===== src/rtl/config_chain_loader.sv =====
// config_chain_loader: writer end of the tile configuration shift chain; clears the chain, then serialises CHAIN_LENGTH bits.
// Optional CRC-16-CCITT check of the shifted bitstream is enabled with CONFIG_LOADER_CRC_EN.
module config_chain_loader #(
  parameter int CHAIN_LENGTH = 24,
  parameter int WORD_WIDTH   = 8,
  parameter int CLEAR_CYCLES = 2
) (
  input  logic                  clock,
  input  logic                  reset,
  input  logic                  start,
  output logic                  busy,
  output logic                  done,
  input  logic [WORD_WIDTH-1:0] data_in,
  input  logic                  data_valid,
  output logic                  data_ready,
  output logic                  config_out,
  output logic                  config_enable,
  output logic                  config_nreset
`ifdef CONFIG_LOADER_CRC_EN
  , output logic                crc_error
`endif
);
  localparam int NWORDS = (CHAIN_LENGTH + WORD_WIDTH - 1) / WORD_WIDTH;
  localparam int CW = $clog2(CHAIN_LENGTH + 1);
  localparam int WW = $clog2(NWORDS + 1);
  localparam int SW = $clog2(WORD_WIDTH + 1);
  localparam int KW = CLEAR_CYCLES > 1 ? $clog2(CLEAR_CYCLES) : 1;
  localparam logic [CW-1:0] LAST = CW'(CHAIN_LENGTH);
  localparam logic [WW-1:0] NW_L = WW'(NWORDS);
  localparam logic [SW-1:0] W_M1 = SW'(WORD_WIDTH - 1);
  localparam logic [KW-1:0] KMAX = KW'(CLEAR_CYCLES - 1);
  localparam logic [2:0] IDLE = 3'd0, CLEAR = 3'd1, SHIFT = 3'd2, CHECK = 3'd3, DONE = 3'd4;
`ifdef CONFIG_LOADER_CRC_EN
  localparam logic [2:0] AFTER_SHIFT = CHECK;
  localparam int CRC_NW = (16 + WORD_WIDTH - 1) / WORD_WIDTH;
  localparam int CRC_BITS = CRC_NW * WORD_WIDTH;
  localparam int QW = $clog2(CRC_NW + 1);
  localparam logic [QW-1:0] CRC_LAST = QW'(CRC_NW);
  logic [15:0] crc, crc_n;
  logic [CRC_BITS-1:0] acc, acc_n;
  logic [QW-1:0] ccnt, ccnt_n;
  logic err_n;
`else
  localparam logic [2:0] AFTER_SHIFT = DONE;
`endif
  logic [2:0] state, state_n;
  logic [KW-1:0] clr_cnt, clr_n;
  logic [CW-1:0] cnt, cnt_n;
  logic [WW-1:0] words, words_n;
  logic [WORD_WIDTH-1:0] sr, sr_n, hold, hold_n;
  logic [SW-1:0] sr_cnt, sr_cnt_n;
  logic hold_full, hold_full_n, take, avail, bit_val, out_n, nrst_n, rdy_n;
  always_comb begin
    state_n = state;
    clr_n = clr_cnt;
    cnt_n = cnt;
    words_n = words;
    sr_n = sr;
    sr_cnt_n = sr_cnt;
    hold_n = hold;
    hold_full_n = hold_full;
    nrst_n = config_nreset;
    take = data_valid && data_ready;
    avail = 1'b0;
    bit_val = 1'b0;
`ifdef CONFIG_LOADER_CRC_EN
    crc_n = crc;
    acc_n = acc;
    ccnt_n = ccnt;
    err_n = crc_error;
`endif
    case (state)
      IDLE, DONE: if (start) begin
        state_n = CLEAR;
        clr_n = '0;
        nrst_n = 1'b0;
        cnt_n = '0;
        words_n = '0;
        sr_cnt_n = '0;
        hold_full_n = 1'b0;
`ifdef CONFIG_LOADER_CRC_EN
        crc_n = 16'hFFFF;
        ccnt_n = '0;
        err_n = 1'b0;
`endif
      end
      CLEAR: if (clr_cnt == KMAX) begin
        state_n = SHIFT;
        nrst_n = 1'b1;
      end else clr_n = clr_cnt + KW'(1);
      SHIFT: if (cnt == LAST) state_n = AFTER_SHIFT;
      else begin
        // bit source priority: shift register, then holding buffer, then the word arriving now
        if (sr_cnt != '0) begin
          bit_val = sr[WORD_WIDTH-1];
          sr_n = sr << 1;
          sr_cnt_n = sr_cnt - SW'(1);
          avail = 1'b1;
        end else if (hold_full) begin
          bit_val = hold[WORD_WIDTH-1];
          sr_n = hold << 1;
          sr_cnt_n = W_M1;
          hold_full_n = 1'b0;
          avail = 1'b1;
        end else if (take) begin
          bit_val = data_in[WORD_WIDTH-1];
          sr_n = data_in << 1;
          sr_cnt_n = W_M1;
          avail = 1'b1;
        end
        if (take && sr_cnt != '0) begin
          hold_n = data_in;
          hold_full_n = 1'b1;
        end
        words_n = words + WW'(take);
        cnt_n = cnt + CW'(avail);
      end
`ifdef CONFIG_LOADER_CRC_EN
      CHECK: if (take) begin
        acc_n = CRC_BITS'({acc, data_in});
        ccnt_n = ccnt + QW'(1);
        if (ccnt_n == CRC_LAST) begin
          state_n = DONE;
          err_n = acc_n[CRC_BITS-1 -: 16] != crc;
        end
      end
`endif
      default: state_n = IDLE;
    endcase
    out_n = avail ? bit_val : config_out;
    rdy_n = state_n == SHIFT && !hold_full_n && words_n != NW_L;
`ifdef CONFIG_LOADER_CRC_EN
    rdy_n = rdy_n || (state_n == CHECK && ccnt_n != CRC_LAST);
    if (avail) crc_n = {crc[14:0], 1'b0} ^ ((crc[15] ^ bit_val) ? 16'h1021 : 16'h0000);
`endif
  end
  always_ff @(posedge clock) begin
    if (reset) begin
      state <= IDLE;
      clr_cnt <= '0;
      cnt <= '0;
      words <= '0;
      sr <= '0;
      sr_cnt <= '0;
      hold <= '0;
      hold_full <= 1'b0;
      busy <= 1'b0;
      done <= 1'b0;
      data_ready <= 1'b0;
      config_out <= 1'b0;
      config_enable <= 1'b0;
      config_nreset <= 1'b0;
`ifdef CONFIG_LOADER_CRC_EN
      crc <= 16'hFFFF;
      acc <= '0;
      ccnt <= '0;
      crc_error <= 1'b0;
`endif
    end else begin
      state <= state_n;
      clr_cnt <= clr_n;
      cnt <= cnt_n;
      words <= words_n;
      sr <= sr_n;
      sr_cnt <= sr_cnt_n;
      hold <= hold_n;
      hold_full <= hold_full_n;
      busy <= state_n == CLEAR || state_n == SHIFT || state_n == CHECK;
      done <= state_n == DONE;
      data_ready <= rdy_n;
      config_out <= out_n;
      config_enable <= avail;
      config_nreset <= nrst_n;
`ifdef CONFIG_LOADER_CRC_EN
      crc <= crc_n;
      acc <= acc_n;
      ccnt <= ccnt_n;
      crc_error <= err_n;
`endif
    end
  end
endmodule

===== config.mk =====
export PLATFORM = sky130hd
export DESIGN_NAME = config_chain_loader
export DESIGN_NICKNAME = d
export VERILOG_FILES = /design/src/rtl/config_chain_loader.sv
export SDC_FILE = /design/constraint.sdc
export NUM_CORES = 1
export LEC_CHECK = 0
export CORE_AREA = 2 2 59 61
export CTS_CLUSTER_DIAMETER = 150
export CTS_CLUSTER_SIZE = 16
export DETAILED_ROUTE_END_ITERATION = 7
export DIE_AREA = 0 0 61 63
export GPL_TIMING_DRIVEN = 0
export PLACE_DENSITY = 0.79
export SKIP_CTS_REPAIR_TIMING = 1
export SLEW_MARGIN = 5
export SYNTH_ARGS = -nofsm -noshare
export SYNTH_HDL_FRONTEND = slang
export SYNTH_SLANG_ARGS = --single-unit

===== constraint.sdc =====
create_clock -name clock -period 5.4 [get_ports clock]
set_input_delay 0.54 -clock clock [delete_from_list [all_inputs] [get_ports clock]]
set_output_delay 0.54 -clock clock [all_outputs]
set_load 0.02 [all_outputs]

# Word level (Yosys, flattened, before mapping)
# Index checks and enable logic that the tools add are counted.
# word_totals
ff_bits	38
input_bits	12
wordCells	92
# op_classes
addsub	4
eq_ne	13
mux	41
bitwise_logic	1
n_reduce_logical	19
# ops
op	count
2-to-1 mux 8 bit	3
2-to-1 mux 4 bit	5
2-to-1 mux 1 bit	19
AND reduction 3 bit	4
2-to-1 mux 5 bit	2
case mux 5 bit (2 select lines)	1
equality test 3 x 2 -> 1 bit (second input constant)	3
2-to-1 mux 3 bit	3
case mux 3 bit (3 select lines)	1
inequality test 2 bit (second input constant)	4
case mux 4 bit (2 select lines)	1
equality test 3 x 1 -> 1 bit (second input constant)	2
equality test 3 bit (second input constant)	2
case mux 1 bit (2 select lines)	3
adder 5 x 1 -> 5 bit	1
equality test 5 bit (second input constant)	1
logical AND 1 bit	4
2-to-1 mux 2 bit	2
inequality test 4 bit (second input constant)	1
case mux 2 bit (2 select lines)	1
AND reduction 4 bit	1
nonzero test 2 bit	2
nonzero test 4 bit	1
subtractor 4 x 1 -> 4 bit (second input constant)	1
9 further kinds	10

# Depth between registers and ports, before layout
# Gate-level depths: netlist of run 1.
# logic_depth
ltp_word	9
ltp_mapped	11

# Worst setup path after synthesis of run 1
# OpenSTA, ideal clock, no wires.
# synth_path
path_type	flip-flop to flip-flop
start	reg sr_cnt[0]
end	reg cnt[2]
setup_time_ps	143
arrival_ps	2004
required_ps	5257
setup_slack_ps	3254
path_stages_with_launch	12
n_path_buf	1
period_less_slack_ps	2146
path_cell_list	dfxtp_1 inv_1 ha_1 or3b_1 buf_2 nor3_4 inv_2 ha_1 ha_1 o211ai_1 xor2_1 nor3_1
# synth_between
elab_chain_cells	7
# synth_rtl
item	line_no	source
start: declaration	51	logic [SW-1:0] sr_cnt, sr_cnt_n;
start signal: assignment	165	sr_cnt <= sr_cnt_n;
nonzero test 4 bit	94	if (sr_cnt != '0) begin
2-to-1 mux 1 bit	94	
2-to-1 mux 1 bit	91	SHIFT: if (cnt == LAST) state_n = AFTER_SHIFT;
2-to-1 mux 1 bit	72	case (state)
adder 5 x 1 -> 5 bit	116	cnt_n = cnt + CW'(avail);
2-to-1 mux 5 bit	91	
case mux 5 bit (2 select lines)	72	
end signal: assignment	162	cnt <= cnt_n;
end: declaration	48	logic [CW-1:0] cnt, cnt_n;
# No other way between the ends. The select of a mux whose other input is x is not followed.
# A chain may end at the register's enable or synchronous reset.

# Worst setup path in the final report of run 1
# Ends and elaborated chain as after synthesis.

==> implementation parameters, run 1 <==
Parameter                              Value

Power
  Overall power of the completed layout ... 0.4879 mW
  Maximum ir drop on the vdd rail ... 150.8 uV
  Internal power contribution ... 0.3700 mW
  Clock share of power ... 34.1%
  Reported leakage power ... 0.7573 nW
  Sequential power share ... 56.7%
  Logic pwr share ... 9.2%
  Power spent charging and discharging nets ... 0.1180 mW
  Switch share ... 24.18%
  PD cells ... 232.5 mW/mm^2

Synthesis
  Seq cells post-synth ... 37
  Top flip-flop cell by instance count after synthesis ... sky130_fd_sc_hd__dfxtp_1
  Commonest cells in the netlist ... sky130_fd_sc_hd__dfxtp_1, sky130_fd_sc_hd__a21oi_1, sky130_fd_sc_hd__nand2_1, sky130_fd_sc_hd__o21ai_0
  Sequential-to-total area share from yosys stat ... 40.91%
  Fraction of registers with async set or reset after synthesis ... 0%
  Fraction of synthesized cell area in xor and xnor cells ... 1.451%
  Post-synthesis instance total ... 212
  Synth area leaders ... sky130_fd_sc_hd__dfxtp_1, sky130_fd_sc_hd__a21oi_1, sky130_fd_sc_hd__mux2i_1, sky130_fd_sc_hd__o2111ai_1, sky130_fd_sc_hd__o211ai_1
  Count of flip-flops with a built-in enable after synthesis ... 0
  Post-Synth Adder-Cell Area ... 2.764%
  Multiplexer area fraction after synthesis ... 5.045%
  Synthesized cell area ... 0.001810 sq mm
  Largest family of logic cells by synthesized area ... compound AO/OA/AOI/OAI gates
  Yosys warning count ... 0
  Synth unique cells ... 41
  Synthesized netlist net count ... 228
  Per-instance average area after synthesis ... 8.540 sq um
  Area fraction in and, or, nand and nor cells after synthesis ... 20.39%
  Area share of the largest cell type after synthesis ... 40.91%
  Complex-gate fraction of the synthesized area ... 23.36%
  Most frequent cell after synthesis ... sky130_fd_sc_hd__dfxtp_1
  Cell accounting for the most synthesized area ... sky130_fd_sc_hd__dfxtp_1

Layout
  ANT cells ... 0
  Post-synthesis to final-layout area growth ... 15.89%
  Fin area ... 0.002098 sq mm
  Total area of multi-input combinational cells ... 959.7 sq um
  FF/Latch Area ... 740.7 sq um
  Ratio of cells with drive above 1 in the final layout ... 9.746%
  Final nets ... 251
  Fill count ... 287

Critical path
  Required @ worst endpoint ... 5.60 ns
  Cells on worst reg2reg path ... 11
  End of the worst register-to-register path ... cnt[2]$_SDFFE_PP0P_
  Crit path max fanout ... 10
  Crit path kind ... reg -> reg
  Startpoint kind of the worst setup timing path ... flop
  Worst-case register-to-register setup slack ... 2.93 ns
  Worst Setup End Kind ... flop
  WP data arrival ... 2.67 ns
  Worst r2r src ... sr_cnt[0]$_SDFFE_PP0P_

Die
  Ports ... 18
  Die height ... 63 um
  Num rows ... 21
  Die outline width ... 61 um
  Starting density of the core ... 56.02%
  Core Box Area ... 0.003232 sq mm
  Die area ... 0.003843 sq mm

Detailed routing
  Drt via density ... 5.773
  Detailed router's first-iteration violation count ... 75
  Final antenna-violating net count ... 0
  Post-Route WL ... 3985 um
  Drt drc ... 0
  Wire per inst ... 14.13 um
  Number of vias after detailed routing ... 1628
  Total iterations of the first detailed-routing run ... 4

STA
  Share of the clock period used by the worst path ... 45.67%
  Total count of hold-check failures in the final report ... 0
  Maximum frequency from static timing analysis ... 0.4055 GHz
  Final setup violating endpoints ... 0
  Tightest Pin Transition ... 0.8821 ns
  Worst slew slack as a fraction of its limit ... 41.07%
  Setup repair after global routing missed its margin ... false
  Setup clock skew after layout ... 0.006655 ns
  Final count of pins violating max slew ... 0
  Worst hold slack after final layout ... 0.4810 ns
  Minimum period implied by the final worst setup slack ... 2.466 ns
  Fin Setup TNS ... 0 ns

GRT
  Vias in the first global route ... 1529
  Global routing usage summed across all routing layers ... 23.47%
  Number of antenna violations at the first check in global routing ... 0
  First-pass GRT wire length ... 6941 um
  GRT overflow ... 0
  Pin count of the biggest net entering global routing ... 12

Placement
  Placed Instance Area ... 0.002028 sq mm
  Port buffer count ... 16
  Detailed-placement wirelength estimate ... 2721 um
  Placer Congestion ... 0.8059

CTS
  H-Tree Depth ... 2
  Clock slew at reported path FFs ... 0.11 ns
  # clock sinks ... 37
  Skew-Pair Late Insertion Delay ... 0.34 ns
  TritonCTS clock tree ... yes
  Bufs on Longest Clock Path ... 2
  Library cell used as clock root buffer ... sky130_fd_sc_hd__clkbuf_4
  Number of buffers added by the clock tree synthesis step ... 5

Min path
  End of the worst hold path ... hold[5]$_SDFFE_PP0P_
  HP Start ... hold[5]$_SDFFE_PP0P_
  Count of cells along the worst hold path ... 2
  Class of the worst hold path ... reg -> reg

Flow run
  Maximum Capacitance Violations ... 0

Run status
  Outcome ... finished, final reports clean
routing by layer:
| layer | track usage, % | routed length [um] | share of wire [%] |
|---|---|---|---|
| met1 | 33.76 | 1960 | 49 |
| met2 | 34.41 | 1834 | 46 |
| met3 | 6.418 | 149 | 3.7 |
| met4 | 5.978 | 41 | 1.0 |
| met5 | 0 | 0 | 0 |
stage by stage:
stage / instances / worst slack (ns) / utilization [%]
CTS: 282 / 2.968 / 64.92
floorplan: 212 / 3.254 / -
global route: 282 / 2.787 / 64.92
global placement: 274 / 2.864 / 62.76
finish: 282 / 2.934 / 64.92
detailed placement: 274 / 2.848 / 62.76
layout by cell type (no fill, tap or decap), drive strengths merged, types with 4 or more instances in the layout:
master and n:
o2111ai 8, ha 4, mux2i 8, clkdlybuf4s50 16, nand3 12, o21ai 22
inv 6, a21oi 24, clkbuf 19, nand2 13, o211ai 9, dfxtp 37
nor2 5, nor2b 4, buf 8, nor3 11
worst max-delay path by stage:
stage	start	end	slack (ns)
3_3_place_gp	data_valid	cnt[2]$_SDFFE_PP0P_	2.86
6_report	sr_cnt[0]$_SDFFE_PP0P_	cnt[2]$_SDFFE_PP0P_	2.93
3_5_place_dp	data_valid	cnt[2]$_SDFFE_PP0P_	2.85
5_1_grt	sr_cnt[0]$_SDFFE_PP0P_	cnt[2]$_SDFFE_PP0P_	2.79
4_1_cts	sr_cnt[0]$_SDFFE_PP0P_	cnt[2]$_SDFFE_PP0P_	2.97
2_1_floorplan	sr_cnt[0]$_SDFFE_PP0P_	cnt[2]$_SDFFE_PP0P_	3.25
power groups by stage:
stage               registers [mW]  logic (mW)  clock network [mW]
global route                 0.277      0.0496               0.183
global placement             0.283      0.0439                   0
finish                       0.277      0.0447               0.166
floorplan                    0.285      0.0246                   0
detailed placement           0.283      0.0441                   0
CTS                          0.277      0.0444               0.169
flip-flops by register name, indices dropped and copies added, names as in the netlist:
| register | count |
|---|---|
| clr_cnt | 1 |
| done | 1 |
| data_ready | 1 |
| words | 2 |
| sr | 7 |
| hold | 8 |
| busy | 1 |
| config_enable | 1 |
| state | 3 |
| cnt | 5 |
| config_nreset | 1 |
| sr_cnt | 4 |
| hold_full | 1 |
| config_out | 1 |
worst max-delay path: stages (launching register included):
cell and delay (ns):
sky130_fd_sc_hd__dfxtp_1 0.35, sky130_fd_sc_hd__inv_1 0.08, sky130_fd_sc_hd__ha_1 0.18, sky130_fd_sc_hd__or3b_1 0.34
sky130_fd_sc_hd__buf_2 0.17, sky130_fd_sc_hd__nor3_4 0.27, sky130_fd_sc_hd__inv_2 0.15, sky130_fd_sc_hd__ha_1 0.23
sky130_fd_sc_hd__ha_1 0.21, sky130_fd_sc_hd__o211ai_1 0.12, sky130_fd_sc_hd__xor2_1 0.19, sky130_fd_sc_hd__nor3_1 0.06
area by class of cell:
| class | instances | share of cell area (%) |
|---|---|---|
| clock buffer | 7 | 3.101 |
| timing repair buffer | 16 | 7.633 |
| clock inverter | 1 | 0.2385 |
| inverter | 6 | 1.073 |
| tap | 46 | 2.743 |
| multi-input combinational | 149 | 45.74 |
| sequential | 37 | 35.30 |
| buffer | 20 | 4.174 |
cells by family after synthesis:
kind of cell | Yosys count
AOI/OAI and AO/OA | 69
and+or+nand+nor | 64
DFF | 37
buffers and inverters | 26
muxes | 9
adders and majority gates | 4
xor gates and xnor gates | 3
No activity file was read; power rests on OpenSTA's default activity.
==> run 2: changes to the inputs <==
Settings changed: CORE_AREA 2 2 59 61 to 2 2 64 66, DIE_AREA 0 0 61 63 to 0 0 66 68, PLACE_DENSITY 0.79 to 0.72.
Clock period 5.4 ns to 2.2 ns, I/O delays scaled along.
==> run 2 against run 1 <==
Compared with the run above:
- die area increased by 17%
- critical path depth is the same
- hold slack got worse by 0.17 ns
- critical path type unchanged
- maximum frequency is 16% higher
- cell count up 3.2%
- sequential power grew 150%
==> implementation parameters, run 2 (synthesized netlist as in run 1, its figures left out) <==
Parameter                              Value

Run status
  Outcome ... finished, final reports clean

Detailed routing
  Drt drc ... 0 (unchanged)
  Wire per inst ... 13.96 um (-1.2%)
  Number of vias after detailed routing ... 1619 (-0.55%)
  Total iterations of the first detailed-routing run ... 4 (unchanged)
  Final antenna-violating net count ... 0 (unchanged)
  Post-Route WL ... 4063 um (+2.0%)
  Detailed router's first-iteration violation count ... 110 (+47%)
  Drt via density ... 5.564 (-3.6%)

STA
  Final count of pins violating max slew ... 0 (unchanged)
  Fin Setup TNS ... 0 ns (unchanged)
  Worst hold slack after final layout ... 0.3110 ns (-0.1700 ns)
  Tightest Pin Transition ... 0.8919 ns (+0.009845 ns)
  Maximum frequency from static timing analysis ... 0.4704 GHz (+16%)
  Total count of hold-check failures in the final report ... 0 (unchanged)
  Setup clock skew after layout ... 0.005634 ns (-0.001021 ns)
  Minimum period implied by the final worst setup slack ... 2.126 ns (-0.3403 ns)
  Worst slew slack as a fraction of its limit ... 40.41% (-0.66 points)
  Worst Slack Setup Final ... 0.07406 ns (-2.860 ns)
  Final setup violating endpoints ... 0 (unchanged)
  Share of the clock period used by the worst path ... 96.63% (+51 points)

Critical path
  Buffers & Inverters on Critical Path ... 3 (unchanged)
  Worst Setup End Kind ... flop
  Crit path kind ... reg -> reg
  Highest-delay cell along the critical path ... sky130_fd_sc_hd__or3b_1
  WP data arrival ... 2.27 ns (-0.40 ns)
  Critical Path Most Common Cell ... sky130_fd_sc_hd__ha_4
  Worst-case register-to-register setup slack ... 0.07 ns (-2.86 ns)
  Startpoint kind of the worst setup timing path ... flop
  Cell-by-cell trace of the critical path ... inv_2 > ha_4 > or3b_1 > buf_6 > nor3_4 > inv_4 > ha_4 > ha_2 > o211ai_1 > xor2_1 > nor3_1
  Critical path's largest stage delay ... 0.36 ns (about the same)
  Required @ worst endpoint ... 2.35 ns (-3.25 ns)
  Crit path max fanout ... 5 (-5)
  Critical path's top delay family ... simple AND/OR/NAND/NOR gates

Layout
  Flip-flop count of the largest register after layout ... 8 (unchanged)
  Final nets ... 256 (+2.0%)
  Fin area ... 0.002211 sq mm (+5.4%)
  Fill count ... 372 (+30%)
  Most common library cell in the layout ignoring fill and taps ... sky130_fd_sc_hd__dfxtp_1
  Leading cell types in the layout, fill and taps excluded ... sky130_fd_sc_hd__dfxtp_1, sky130_fd_sc_hd__a21oi_1, sky130_fd_sc_hd__clkdlybuf4s50_1
  Post-synthesis to final-layout area growth ... 22.11%
  Largest regs ... hold x8, sr x7, cnt x5
  ANT cells ... 0 (unchanged)
  Largest Register ... hold
  Ratio of cells with drive above 1 in the final layout ... 14.52% (+4.8 points)
  Final Core Density ... 57.33% (-7.6 points)

Die
  Die outline width ... 66 um (+8.2%)
  Ports ... 18 (unchanged)
  Die area ... 0.004488 sq mm (+17%)
  Num rows ... 23 (+9.5%)
  Die height ... 68 um (+7.9%)
  Starting density of the core ... 46.95% (-9.1 points)
  Core Box Area ... 0.003856 sq mm (+19%)

Flow run
  Maximum Capacitance Violations ... 0 (unchanged)

Min path
  Class of the worst hold path ... in -> reg

GRT
  Vias in the first global route ... 1323 (-13%)
  First-pass GRT wire length ... 6430 um (-7.4%)
  GRT overflow ... 0 (unchanged)
  Number of antenna violations at the first check in global routing ... 0 (unchanged)
  Pin count of the biggest net entering global routing ... 12 (unchanged)
  Global routing usage summed across all routing layers ... 18.98% (-4.5 points)

Power
  PD cells ... 595.6 mW/mm^2 (+160%)
  Reported leakage power ... 0.7914 nW (+4.5%)
  Maximum ir drop on the vdd rail ... 399.6 uV (+170%)

CTS
  Skew-Pair Late Insertion Delay ... 0.29 ns (-0.05 ns)
  TritonCTS clock tree ... yes
  H-Tree Depth ... 2 (unchanged)
  Bufs on Longest Clock Path ... 2 (unchanged)
  Clock slew at reported path FFs ... 0.07 ns (-0.04 ns)
  Library cell used as clock root buffer ... sky130_fd_sc_hd__clkbuf_8
  # clock sinks ... 37 (unchanged)
  Number of buffers added by the clock tree synthesis step ... 5 (unchanged)

Placement
  DP Worst Slack ... -0.1706 ns (-3.019 ns)
  Placer Congestion ... 0.8081 (+0.27%)
  Placed Instance Area ... 0.002033 sq mm (+0.25%)
  Detailed-placement wirelength estimate ... 2715 um (-0.21%)
  Port buffer count ... 16 (unchanged)
## run 2: final timing paths
kind / startpoint / to / cells after the start
min: reset / hold_full$_SDFF_PP0_ / 2
max: sr_cnt[0]$_SDFFE_PP0P_ / cnt[2]$_SDFFE_PP0P_ / 11
min reg2reg: hold[4]$_SDFFE_PP0P_ / hold[4]$_SDFFE_PP0P_ / 2
max reg2reg: sr_cnt[0]$_SDFFE_PP0P_ / cnt[2]$_SDFFE_PP0P_ / 11
## run 2: per-stage QoR
step,cells,power (mW)
final,291,1.317
after detailed placement,278,0.8047
after global routing,291,1.364
after floorplan,212,0.7587
after global placement,278,0.8034
after CTS,286,1.325
## run 2: layout make-up
type,instances,area [sq um],share of cell area (%)
buffer,20,93.84,4.244
multi-input combinational,149,987.2,44.65
sequential,37,743.2,33.62
tap,50,62.56,2.830
inverter,6,25.02,1.132
timing repair buffer,21,197.7,8.942
clock inverter,1,5.005,0.2264
clock buffer,7,96.34,4.358
## run 2: metal layers
metal	GRT usage, %	up-vias	wire (um)
met5	0	-	0
met4	6.888	0	55
met3	4.934	5	166
met2	25.88	28	1785
met1	28.46	752	2055
li1	-	834	-
## run 2: report_power, final
group,internal (mW),switching (mW)
Clock,0.283,0.242
Sequential,0.676,0.00313
Combinational,0.0472,0.0651
